`config.mk`:
```
export PLATFORM = sky130hd
export DESIGN_NAME = cdnsdru_usb4_message_bus_io_recal_mc
export DESIGN_NICKNAME = d
export VERILOG_FILES = /design/src/rtl/cdnsdru_usb4_mb_io_recal_pkg.sv /design/src/rtl/cdnsdru_usb4_mb_io_recal_txch.sv /design/src/rtl/cdnsdru_usb4_message_bus_io_recal_mc.sv
export SDC_FILE = /design/constraint.sdc
export NUM_CORES = 1
export LEC_CHECK = 0
export BUFFER_PORTS_ARGS = -buffer_cell sky130_fd_sc_hd__buf_4
export CAP_MARGIN = 20
export CORE_ASPECT_RATIO = 0.6
export CORE_MARGIN = 10
export CORE_UTILIZATION = 40
export CTS_CLUSTER_DIAMETER = 50
export CTS_CLUSTER_SIZE = 16
export DETAILED_ROUTE_END_ITERATION = 6
export SLEW_MARGIN = 40
export SYNTH_ARGS = -nofsm -noshare
export SYNTH_HDL_FRONTEND = slang
export SYNTH_SLANG_ARGS = --single-unit
```
`constraint.sdc`:
```
create_clock -name pipe_mac2phy_clk -period 5.01 [get_ports pipe_mac2phy_clk]
set_input_delay 0 -clock pipe_mac2phy_clk [delete_from_list [all_inputs] [get_ports pipe_mac2phy_clk]]
set_output_delay 0 -clock pipe_mac2phy_clk [all_outputs]
set_load 0.02 [all_outputs]
```
`src/rtl/cdnsdru_usb4_mb_io_recal_pkg.sv`:
```
// Shared encodings for the multi-lane IORecal message-bus handler.
// Latency: n/a (types and constants only).
// Backpressure: n/a.
//
// Holds the write-channel FSM encoding, the per-lane recal FSM encoding and
// the default recal-done timeout counter width.
package cdnsdru_usb4_mb_io_recal_pkg;

  localparam int TO_W_DEF = 16;

  // Shared message-bus write channel (req channel and done channel).
  typedef enum logic [1:0] {
    CH_IDLE     = 2'd0,
    CH_WR_START = 2'd1,
    CH_WR       = 2'd2
  } ch_state_t;

  // Per-lane MAC-originated recal tracking.
  typedef enum logic [1:0] {
    LN_IDLE      = 2'd0,
    LN_START     = 2'd1,
    LN_WAIT      = 2'd2,
    LN_DONE_PEND = 2'd3
  } lane_state_t;

endpackage

```
`src/rtl/cdnsdru_usb4_mb_io_recal_txch.sv`:
```
// Round-robin arbiter plus write FSM for one shared message-bus write channel.
// Latency: pending bit seen in IDLE -> tx_write next cycle; one IDLE cycle between writes.
// Backpressure: holds tx_write/lane until sent, then until done; pend_clr fires on sent or on done.
//
// Ports:
//   pipe_mac2phy_clk / pipe_mac2phy_rstn : clock, async active-low reset
//   soft_rst  : synchronous clear of FSM, grant and round-robin pointer
//   pend      : per-lane pending requests to arbitrate
//   sent      : register controller accepted the write (seen in WR_START)
//   wr_done   : register controller finished the write (seen in WR)
//   tx_write  : write request, high through WR_START and WR
//   lane      : granted lane, 0 whenever tx_write is low
//   pend_clr  : one-hot clear of the granted lane's pending bit
module cdnsdru_usb4_mb_io_recal_txch
  import cdnsdru_usb4_mb_io_recal_pkg::*;
#(
  parameter int NUM_LANES   = 4,
  parameter int LANE_W      = (NUM_LANES > 1) ? $clog2(NUM_LANES) : 1,
  // 1: pend_clr fires when sent is seen; 0: fires when the write completes.
  parameter bit CLR_ON_SENT = 1'b1
) (
  input  logic                 pipe_mac2phy_clk,
  input  logic                 pipe_mac2phy_rstn,
  input  logic                 soft_rst,
  input  logic [NUM_LANES-1:0] pend,
  input  logic                 sent,
  input  logic                 wr_done,
  output logic                 tx_write,
  output logic [LANE_W-1:0]    lane,
  output logic [NUM_LANES-1:0] pend_clr
);

  ch_state_t         state_q, state_d;
  logic [LANE_W-1:0] grant_q, grant_d;
  logic [LANE_W-1:0] rr_q, rr_d;
  logic [LANE_W-1:0] hi_lane, lo_lane, pick;
  logic              hi_vld, lo_vld, pick_vld;
  logic              clr_evt;

  // First pending lane at or after rr_q; otherwise wrap to the lowest pending
  // lane. Descending scan so the last hit is the lowest index.
  always_comb begin
    hi_lane = '0;
    lo_lane = '0;
    hi_vld  = 1'b0;
    lo_vld  = 1'b0;
    for (int j = NUM_LANES - 1; j >= 0; j--) begin
      if (pend[j]) begin
        lo_lane = LANE_W'(j);
        lo_vld  = 1'b1;
        if (LANE_W'(j) >= rr_q) begin
          hi_lane = LANE_W'(j);
          hi_vld  = 1'b1;
        end
      end
    end
    pick     = hi_vld ? hi_lane : lo_lane;
    pick_vld = lo_vld;
  end

  always_comb begin
    state_d  = state_q;
    grant_d  = grant_q;
    rr_d     = rr_q;
    tx_write = 1'b0;
    lane     = '0;
    clr_evt  = 1'b0;
    pend_clr = '0;
    case (state_q)
      CH_IDLE: begin
        if (pick_vld) begin
          grant_d = pick;
          state_d = CH_WR_START;
        end
      end
      CH_WR_START: begin
        tx_write = 1'b1;
        lane     = grant_q;
        if (sent) begin
          clr_evt = CLR_ON_SENT;
          state_d = CH_WR;
        end
      end
      CH_WR: begin
        tx_write = 1'b1;
        lane     = grant_q;
        if (wr_done) begin
          clr_evt = ~CLR_ON_SENT;
          state_d = CH_IDLE;
          rr_d    = (grant_q == LANE_W'(NUM_LANES - 1)) ? '0 : grant_q + LANE_W'(1);
        end
      end
      default: state_d = CH_IDLE;
    endcase
    for (int j = 0; j < NUM_LANES; j++) begin
      pend_clr[j] = clr_evt && (grant_q == LANE_W'(j));
    end
  end

  always_ff @(posedge pipe_mac2phy_clk or negedge pipe_mac2phy_rstn) begin
    if (!pipe_mac2phy_rstn) begin
      state_q <= CH_IDLE;
      grant_q <= '0;
      rr_q    <= '0;
    end else if (soft_rst) begin
      state_q <= CH_IDLE;
      grant_q <= '0;
      rr_q    <= '0;
    end else begin
      state_q <= state_d;
      grant_q <= grant_d;
      rr_q    <= rr_d;
    end
  end

endmodule

```
`src/rtl/cdnsdru_usb4_message_bus_io_recal_mc.sv`:
```
// Multi-lane IORecal handler: per-lane PHY recal requests and MAC recal commands onto two shared MB write channels.
// Latency: p2m rising edge at T -> req write at T+2; phy_recal_done at D -> done write at D+2 at the earliest.
// Backpressure: each channel holds its write until sent/done; further requests stay pending, repeated p2m edges coalesce.
//
// Ports:
//   pipe_mac2phy_clk / pipe_mac2phy_rstn : MB clock, async active-low reset
//   mb_enable, cdb_reset, cdb_ctrl_reset  : soft resets (mb_enable low, or either cdb reset high)
//   p2m_recal_req, phy_recal_done, rx_m2p_recal_req : per-lane recal inputs
//   cfg_timeout                            : recal-done timeout in cycles, 0 disables it
//   phyiorecalreq_sent / iorecaldone_sent / prio_tx_writes_done_ior : register controller handshake
//   m2p_recal_req                          : per-lane recal command to the PHY
//   phyiorecalreq_* / iorecaldone_*        : the two channel write requests, lane and status
//   recal_err                              : sticky per-lane timeout / busy-request error
module cdnsdru_usb4_message_bus_io_recal_mc
  import cdnsdru_usb4_mb_io_recal_pkg::*;
#(
  parameter int NUM_LANES = 4,
  parameter int LANE_W    = (NUM_LANES > 1) ? $clog2(NUM_LANES) : 1,
  parameter int TO_W      = TO_W_DEF
) (
  input  logic                 pipe_mac2phy_clk,
  input  logic                 pipe_mac2phy_rstn,
  input  logic                 mb_enable,
  input  logic                 cdb_reset,
  input  logic                 cdb_ctrl_reset,
  input  logic [NUM_LANES-1:0] p2m_recal_req,
  input  logic [NUM_LANES-1:0] phy_recal_done,
  input  logic [NUM_LANES-1:0] rx_m2p_recal_req,
  input  logic [TO_W-1:0]      cfg_timeout,
  input  logic                 phyiorecalreq_sent,
  input  logic                 iorecaldone_sent,
  input  logic [1:0]           prio_tx_writes_done_ior,
  output logic [NUM_LANES-1:0] m2p_recal_req,
  output logic                 phyiorecalreq_tx_write,
  output logic [LANE_W-1:0]    phyiorecalreq_lane,
  output logic                 iorecaldone_tx_write,
  output logic [LANE_W-1:0]    iorecaldone_lane,
  output logic                 iorecaldone_status,
  output logic [NUM_LANES-1:0] recal_err
);

  logic                 ctrl_soft_reset;
  logic [NUM_LANES-1:0] p2m_d1, req_pend, req_clr;
  logic [NUM_LANES-1:0] done_pend, done_clr, lane_stat;

  assign ctrl_soft_reset = ~mb_enable | cdb_reset | cdb_ctrl_reset;

  // Req path: a new rising edge wins over a same-cycle clear so it is never lost.
  always_ff @(posedge pipe_mac2phy_clk or negedge pipe_mac2phy_rstn) begin
    if (!pipe_mac2phy_rstn) begin
      p2m_d1   <= '0;
      req_pend <= '0;
    end else if (ctrl_soft_reset) begin
      p2m_d1   <= '0;
      req_pend <= '0;
    end else begin
      p2m_d1   <= p2m_recal_req;
      req_pend <= (req_pend & ~req_clr) | (p2m_recal_req & ~p2m_d1);
    end
  end

  cdnsdru_usb4_mb_io_recal_txch #(
    .NUM_LANES   (NUM_LANES),
    .LANE_W      (LANE_W),
    .CLR_ON_SENT (1'b1)
  ) u_req_ch (
    .pipe_mac2phy_clk  (pipe_mac2phy_clk),
    .pipe_mac2phy_rstn (pipe_mac2phy_rstn),
    .soft_rst          (ctrl_soft_reset),
    .pend              (req_pend),
    .sent              (phyiorecalreq_sent),
    .wr_done           (prio_tx_writes_done_ior[0]),
    .tx_write          (phyiorecalreq_tx_write),
    .lane              (phyiorecalreq_lane),
    .pend_clr          (req_clr)
  );

  // Done channel: the lane stays in DONE_PEND until its write completes, so
  // the pending bit is released by the completion rather than by sent.
  cdnsdru_usb4_mb_io_recal_txch #(
    .NUM_LANES   (NUM_LANES),
    .LANE_W      (LANE_W),
    .CLR_ON_SENT (1'b0)
  ) u_done_ch (
    .pipe_mac2phy_clk  (pipe_mac2phy_clk),
    .pipe_mac2phy_rstn (pipe_mac2phy_rstn),
    .soft_rst          (ctrl_soft_reset),
    .pend              (done_pend),
    .sent              (iorecaldone_sent),
    .wr_done           (prio_tx_writes_done_ior[1]),
    .tx_write          (iorecaldone_tx_write),
    .lane              (iorecaldone_lane),
    .pend_clr          (done_clr)
  );

  // The granted lane sits in DONE_PEND for the whole write, so its latched
  // status is stable for the WR_START..WR window.
  assign iorecaldone_status = iorecaldone_tx_write & lane_stat[iorecaldone_lane];

  for (genvar i = 0; i < NUM_LANES; i++) begin : g_lane
    lane_state_t     st_q, st_d;
    logic [TO_W-1:0] cnt_q, cnt_d;
    logic            stat_q, stat_d;
    logic            err_q, err_d;
    logic            m2p_q;

    always_comb begin
      st_d   = st_q;
      cnt_d  = cnt_q;
      stat_d = stat_q;
      err_d  = err_q;
      case (st_q)
        LN_IDLE: begin
          if (rx_m2p_recal_req[i]) st_d = LN_START;
        end
        LN_START: begin
          cnt_d = cfg_timeout;
          st_d  = LN_WAIT;
        end
        LN_WAIT: begin
          // Done beats a same-cycle timeout.
          if (phy_recal_done[i]) begin
            st_d   = LN_DONE_PEND;
            stat_d = 1'b0;
          end else if ((cfg_timeout != '0) && (cnt_q == TO_W'(1))) begin
            st_d   = LN_DONE_PEND;
            stat_d = 1'b1;
            err_d  = 1'b1;
          end else if (cnt_q != '0) begin
            cnt_d = cnt_q - TO_W'(1);
          end
        end
        LN_DONE_PEND: begin
          if (done_clr[i]) st_d = LN_IDLE;
        end
        default: st_d = LN_IDLE;
      endcase
      // A MAC request while this lane is busy is dropped but flagged.
      if (rx_m2p_recal_req[i] && (st_q != LN_IDLE)) err_d = 1'b1;
    end

    always_ff @(posedge pipe_mac2phy_clk or negedge pipe_mac2phy_rstn) begin
      if (!pipe_mac2phy_rstn) begin
        st_q   <= LN_IDLE;
        cnt_q  <= '0;
        stat_q <= 1'b0;
        err_q  <= 1'b0;
        m2p_q  <= 1'b0;
      end else if (ctrl_soft_reset) begin
        st_q   <= LN_IDLE;
        cnt_q  <= '0;
        stat_q <= 1'b0;
        err_q  <= 1'b0;
        m2p_q  <= 1'b0;
      end else begin
        st_q   <= st_d;
        cnt_q  <= cnt_d;
        stat_q <= stat_d;
        err_q  <= err_d;
        m2p_q  <= (st_q == LN_START) || (st_q == LN_WAIT);
      end
    end

    assign done_pend[i]     = (st_q == LN_DONE_PEND);
    assign lane_stat[i]     = stat_q;
    assign recal_err[i]     = err_q;
    assign m2p_recal_req[i] = m2p_q;
  end

endmodule

```
==> results of run 1 <==
==> cells by family after synthesis <==
family          share of synthesized area
buf+inv                            0.0537
compound gates                      0.218
fa+ha+maj                          0.0809
simple gates                        0.250
mux                                0.0154
flops                               0.382
==> cell type report <==
class                           count  area [µm²]
Inverter                           47         176
Fill cell                        1585        8550
Clock inverter                      5        65.1
Multi-Input combinational cell    620        3850
Tap cell                          228         285
Clock buffer                       10         229
Timing Repair Buffer               81         674
Sequential cell                   104        2600
==> where the power goes <==
group | leakage, nW | switching [W] | internal, W | total, W
Sequential | 1.44 | 0.0000152 | 0.000853 | 0.000868
Clock | 0.137 | 0.000336 | 0.000391 | 0.000727
Combinational | 1.87 | 0.000173 | 0.0000980 | 0.000271
Total | 3.45 | 0.000524 | 0.00134 | 0.00187
==> critical path: stages (launching register included) <==
cell and delay [ns]:
dfrtp_1 0.41, inv_1 0.12, ha_1 0.21, or3b_2 0.54
nor2_1 0.23, a311oi_2 0.24, a21oi_4 0.58, o21ai_0 0.19
a221o_1 0.34
==> flip-flops by register name, indices dropped and copies added (netlist names) <==
register / cells
u_req_ch.rr_q: 2
u_done_ch.grant_q: 2
g_lane.err_q: 4
req_pend: 4
g_lane.cnt_q: 64
p2m_d1: 4
g_lane.m2p_q: 4
u_done_ch.rr_q: 2
g_lane.stat_q: 4
g_lane.st_q: 8
u_req_ch.grant_q: 2
u_req_ch.state_q: 2
u_done_ch.state_q: 2
==> how the worst min path moves through the flow <==
stage	startpoint	endpoint	slack (ns)	cells after the start
2_1_floorplan	pipe_mac2phy_rstn	g_lane[0].cnt_q[0]	-0.30	0
3_3_place_gp	pipe_mac2phy_rstn	g_lane[2].cnt_q[4]	0.20	1
3_5_place_dp	pipe_mac2phy_rstn	g_lane[2].cnt_q[8]	0.06	1
4_1_cts	cfg_timeout[0]	g_lane[0].cnt_q[0]	0.0007	3
5_1_grt	cfg_timeout[6]	g_lane[0].cnt_q[6]	0.03	3
6_report	cfg_timeout[0]	g_lane[0].cnt_q[0]	0.01	3
==> Yosys cell counts, types with 9 or more instances <==
master,n
nor4_1,25
clkbuf_1,23
dfrtp_1,104
nand2b_1,16
inv_1,46
nand3_1,30
a221o_1,14
o211ai_1,10
nor2_1,79
nor3_1,21
o311ai_0,11
a21oi_1,54
ha_1,44
o21ai_0,78
and2_1,16
nor2b_1,11
a221oi_1,9
nand2_1,87
==> metal layers <==
metal  vias up  global-route usage
met5         -                   0
met4         0              0.0385
met3        29              0.0321
met2       223               0.258
met1      3096               0.276
li1       3057                   -
==> through the flow <==
stage / instances / total power [W] / setup slack (ns)
finish: 1095 / 0.00187 / 2.03
global placement: 1055 / 0.00113 / 1.93
floorplan: 810 / 0.00102 / 2.48
CTS: 1095 / 0.00187 / 2.07
detailed placement: 1055 / 0.00113 / 2.07
global route: 1095 / 0.00195 / 1.76
==> timing repair <==
action                                 in CTS  in global routing
hold buffers                               25                  0
resized for setup                           0                  0
endpoints found under the hold margin     105                  0
==> metrics.md, run 1 <==
| Metric | Value |
|---|---|
| Status | complete, no violations |
| Worst setup path startpoint | g_lane[2].cnt_q[1] |
| Startpoint types | flip-flop |
| Wl on met1 | 10700 µm |
| Hold_ws | 0.0125 ns |
| Layout cell share with drive strength beyond 1 | 0.106 |
| Number of routed nets with antenna violations | 0 |
| Max-cap violations | 0 |
| First-pass detailed-route iteration total | 5 |
| IO Count | 52 |
| Relative slew margins | 0.511 |
| Top post-synthesis cells by area | dfrtp_1 38%, ha_1 8.1%, o21ai_0 5.7% |
| IO buf count | 51 |
| Finish-stage setup viols | 0 |
| Synthesized area | 0.00681 mm² |
| Setup crit end kind | flip-flop |
| Post-synth EDFFs | 0 |
| R2R Setup Slk | 2.03 ns |
| Initial antenna violation count | 0 |
| Die area | 0.0228 mm² |
| Root Buffer | clkbuf_16 |
| Post-synthesis average cell area | 8.40 µm² |
| Hold Fails Final Rpt | 0 |
| Final Max Tran Viols | 0 |
| Initial DRC count | 610 |
| WL/cell | 19.1 µm |
| Final Cycle Share | 0.595 |
| First-pass GRT wire length | about 34000 µm |
| Layout Area Growth over Synthesis | 15.9% |
| Setup Skew | 0.0112 ns |
| Routed WL | 20900 µm |
| CTS tree | done |
| Most common cell after layout, fill and taps aside | dfrtp_1 |
| Final Cell Area | roughly 0.0079 mm² |
| CP Capture Point | g_lane[2].cnt_q[4] |
| Remaining global-route overflow | 0 |
| Met2 wire len | 8570 µm |
| Most frequent cells in the layout | 104 x dfrtp_1, 87 x nand2_1, 79 x nor2_1, 78 x o21ai_0, 55 x buf_4 |
| Yosys top cell by area | dfrtp_1 |
| Synth cell types | 64 |
| Worst Hold Class | input port to flip-flop |
| Top cell type's share of synthesized area | 0.382 |
| FF+latch count, synth | 104 |
| Max Freq | 336 MHz |
| Synthesized net count | 891 |
| Starting Density | 0.414 |
| Tot GR Track Use | 0.181 |
| Critical path class | flip-flop to flip-flop |
| Clk buf depth | 2 |
| Antenna cells | 0 |
| Met3 WL | 1330 µm |
| Via density | 5.85 |
| TritonCTS buffer count | 9 |
| DRC | 0 |
| Max Used Layer | met4 |
| Worst EP arrival | roughly 3.2 ns |
| Die X | about 190 µm |
| Mapped Cells | 810 |
| Max VDD drop | 0.000162 V |
| Sink Count | about 100 |
| RePlAce Congestion | 0.916 |
| Final nets | between 900 and 1000 |
| CTS clk-pin slew, worst paths | 0.08 ns |
| Worst Max-Slew Pin Slew | roughly 0.73 ns |
| Die H | about 120 µm |
| Reg2reg start | g_lane[2].cnt_q[1] |
| Vias in the first global route | 5959 |
| Utilization after layout | 0.480 |
| Seq/Total Area, Yosys | 0.382 |
| Critical Path RT | 5.24 ns |
| Clock Latency Late Sink | between 0.3 and 0.4 ns |
| Main flop type after synthesis | dfrtp_1 |
| Fin crit period | 2.98 ns |
| Largest net degree at the start of global routing | 68 |
| PD cells | 237 mW/mm² |
| FF-to-FF path depth | 8 |
| Setup TNS | 0 ns |
| H-tree depth | 3 |
| Core ar. | 0.0164 mm² |
| Post-DP Area | 0.00734 mm² |
| Std-Cell Rows | 36 |
| FFs w/ async S/R, synth | 1.00 |
| DR vias | 6405 |
| RSZ-0062 raised after global routing | false |
| Post-DP HPWL | roughly 15000 µm |
| Postcts setup bufs | 0 |
| Leakage power | 3.45 nW |
| RR Endpoint | g_lane[2].cnt_q[4] |
| Maximum fanout along the worst path | 23 |
| Synth warnings | 0 |
Note: power is estimated with default switching activity, not from simulation.
==> inputs of run 2 (changes only) <==
ABC_AREA = 1   (was not set)
clock period = 2.75 ns   (was 5.01 ns; I/O delays follow)
==> metrics.md, run 2 <==
| Metric | Value |
|---|---|
| Worst EP arrival | 2.43 ns (-0.78 ns) |
| Postcts setup bufs | 0 (unchanged) |
| Root Buffer | clkbuf_16 |
| Final Max Tran Viols | 0 (unchanged) |
| Largest net degree at the start of global routing | 76 (+12%) |
| Routed WL | 22000 µm (+5.5%) |
| Clock Latency Late Sink | 0.36 ns (about the same) |
| Most frequent cells in the layout | 355 x nand2_1, 141 x nand3_1, 136 x nor2_1, 121 x inv_1, 104 x dfrtp_1 |
| First-pass detailed-route iteration total | 5 (unchanged) |
| Core ar. | 0.0189 mm² (+15%) |
| Final nets | 1275 (+35%) |
| Layout Area Growth over Synthesis | 13.8% |
| Hold_buf cts | 16 (-36%) |
| RePlAce Congestion | 0.872 (-4.8%) |
| Final Cycle Share | 0.772 (+0.178) |
| Maximum fanout along the worst path | 4 (-83%) |
| Critical path class | flip-flop to flip-flop |
| Synthesized area | 0.00764 mm² (+12%) |
| Tot GR Track Use | 0.178 (-0.00317) |
| Synth cell types | 42 (-34%) |
| FFs w/ async S/R, synth | 1.00 (unchanged) |
| Critical Path RT | 3.05 ns (-2.19 ns) |
| Post-CTS sizing | 0 (unchanged) |
| Post-DP HPWL | 16100 µm (+9.7%) |
| Hold Fails Final Rpt | 0 (unchanged) |
| Finish-stage setup viols | 0 (unchanged) |
| PD cells | 427 mW/mm² (+81%) |
| Die X | 198 µm (+5.3%) |
| Starting Density | 0.405 (-0.00926) |
| Yosys top cell by area | dfrtp_1 |
| Setup Skew | 0.00992 ns (-0.00131 ns) |
| Die H | 127 µm (+5.0%) |
| Layout fillers | 1916 (+21%) |
| H-tree depth | 3 (unchanged) |
| CP max stage delay | 0.57 ns (about the same) |
| Post-synthesis average cell area | 6.76 µm² (-20%) |
| Setup TNS | 0 ns (unchanged) |
| First-pass GRT wire length | 36000 µm (+7.2%) |
| FF-to-FF path depth | 9 (+1) |
| Sink Count | 104 (unchanged) |
| Hold path depth | 5 (+2) |
| Top cells by count, synth | 355 x nand2_1, 141 x nand3_1, 136 x nor2_1 |
| Setup crit end kind | flip-flop |
| Most common cell after layout, fill and taps aside | nand2_1 |
| Remaining global-route overflow | 0 (unchanged) |
| Startpoint types | flip-flop |
| Main flop type after synthesis | dfrtp_1 |
| WL/cell | 15.3 µm (-20%) |
| CTS clk-pin slew, worst paths | 0.08 ns (about the same) |
| Fin crit period | 2.12 ns (-0.855 ns) |
| FF+latch count, synth | 104 (unchanged) |
| Worst Hold Class | input port to flip-flop |
| CTS tree | done |
| Max VDD drop | 0.000305 V (+88%) |
| RSZ-0062 raised after global routing | false |
| Total power | 0.00372 W (+99%) |
| Std-Cell Rows | 39 (+8.3%) |
| Crit-path slowest cell | dlygate4sd3_1 |
| Via density | 5.10 (-13%) |
| Max Freq | 471 MHz (+40%) |
| Hold_ws | 0.0225 ns (+0.00999 ns) |
| Worst Hold Launch | cfg_timeout[14] |
| Hold endpoint | g_lane[0].cnt_q[14] |
| Status | complete, no violations |
| Top post-synthesis cells by area | dfrtp_1 34%, nand2_1 17%, nand3_1 9.2% |
| Max-cap violations | 0 (unchanged) |
| Die area | 0.0252 mm² (+11%) |
| Critical-path cell list | nor2_1, nand2_1, nor2_1, and2_1, nand2_1, nor2_1, nand2_1, a21oi_1, dlygate4sd3_1 |
| Max reg flops | 64 (unchanged) |
| Reg2reg start | g_lane[3].cnt_q[8] |
| Top flop regs | g_lane.cnt_q (64), g_lane.st_q (8) |
| Relative slew margins | 0.564 (+0.0533) |
| Top cell type's share of synthesized area | 0.340 (-0.0419) |
| Synth warnings | 0 (unchanged) |
| Initial antenna violation count | 0 (unchanged) |
| TritonCTS buffer count | 9 (unchanged) |
| IO Count | 52 (unchanged) |
| Clk buf depth | 2 (unchanged) |
| Largest register by flop count | g_lane.cnt_q |
| RR Endpoint | g_lane[3].err_q |
| R2R Setup Slk | 0.63 ns (-1.40 ns) |
| Vias in the first global route | 6766 (+14%) |
| Post-synth EDFFs | 0 (unchanged) |
| DRC | 0 (unchanged) |
| Initial DRC count | 741 (+21%) |
| Mapped Cells | 1131 (+40%) |
| Antenna cells | 0 (unchanged) |
| Seq/Total Area, Yosys | 0.340 (-0.0419) |
| Synthesized net count | 1212 (+36%) |
| DR vias | 7368 (+15%) |
| Leakage power | 4.62 nW (+34%) |
| Number of routed nets with antenna violations | 0 (unchanged) |
| Worst Max-Slew Pin Slew | 0.654 ns (-0.0773 ns) |
| Layout cell share with drive strength beyond 1 | 0.0967 (-0.00937) |
| IO buf count | 51 (unchanged) |
| Most common cell in the netlist | nand2_1 |
## run 2: cell types whose count changed in the layout (fill, tap and decap cells not counted), sizes merged, moves of 14 or more
cell    previous run  this run
inv               48       124
nand3             30       144
nand2             87       376
o21ai             79        47
nor2              80       145
a21oi             55        25
and2              17         3
o22ai              4        23
a221o             14         0
nor3              23         8
nand2b            16         0
nor4              25         0
## run 2: layout make-up
| class | count | area, µm² | area share |
|---|---|---|---|
| clock buffer | 11 | 243 | 0.0279 |
| clock inverter | 5 | 65.1 | 0.00748 |
| inverter | 129 | 484 | 0.0556 |
| multi-input combinational | 871 | 4360 | 0.501 |
| sequential | 104 | 2600 | 0.299 |
| tap | 246 | 308 | 0.0354 |
| timing repair buffer | 79 | 639 | 0.0735 |
## run 2: worst max-delay path by stage
stage                     depth (start not counted)                  end  slack (ns)                 start
after floorplan                                   7   iorecaldone_status        1.03  u_done_ch.state_q[0]
after global placement                           11  g_lane[3].cnt_q[11]        0.76    g_lane[3].cnt_q[0]
after detailed placement                         11   g_lane[3].cnt_q[1]        0.69    g_lane[3].cnt_q[0]
after CTS                                         9      g_lane[3].err_q        0.64    g_lane[3].cnt_q[8]
after global routing                             11   g_lane[3].cnt_q[1]        0.40    g_lane[3].cnt_q[0]
final                                             9      g_lane[3].err_q        0.63    g_lane[3].cnt_q[8]
## run 2: cell families (layout without fill, tap and decap cells)
kind of cell    count (synthesis)  in the layout  share of synthesized area
xor+xnor                       16             16                     0.0183
buf+inv                       156            224                     0.0892
compound gates                115            115                     0.0863
fa+ha+maj                      44             44                     0.0720
simple gates                  696            696                      0.394
flops                         104            104                      0.340
## run 2: worst max-delay path: cells and delay by family, from the launching register on
family | cells | cell delay, ns
flip-flops | 1 | 0.43
AO/OA/AOI/OAI | 1 | 0.11
AND/OR/NAND/NOR | 7 | 0.95
buffers and inverters | 1 | 0.57
## run 2: through the flow
step / std cells / setup slack (ns) / cell area, µm² / util
2_1_floorplan: 1131 / 1.03 / 7640 / -
3_3_place_gp: 1413 / 0.761 / 8230 / 0.436
3_5_place_dp: 1413 / 0.687 / 8230 / 0.436
4_1_cts: 1445 / 0.639 / 8700 / 0.461
5_1_grt: 1445 / 0.400 / 8700 / 0.461
6_report: 1445 / 0.626 / 8700 / 0.461
## run 2: routing by layer
layer,vias to the layer above,routed length [µm],GRT usage
met3,21,1410,0.0320
met2,216,9430,0.262
met5,-,0,0
met1,3386,11000,0.265
li1,3745,-,-
met4,0,255,0.0362
## run 2: power by group
| group | internal (W) | total (W) | switching [W] |
|---|---|---|---|
| combinational | 0.000250 | 0.000724 | 0.000474 |
| sequential | 0.00157 | 0.00162 | 0.0000506 |
| clock | 0.000741 | 0.00137 | 0.000632 |
| total | 0.00256 | 0.00372 | 0.00116 |
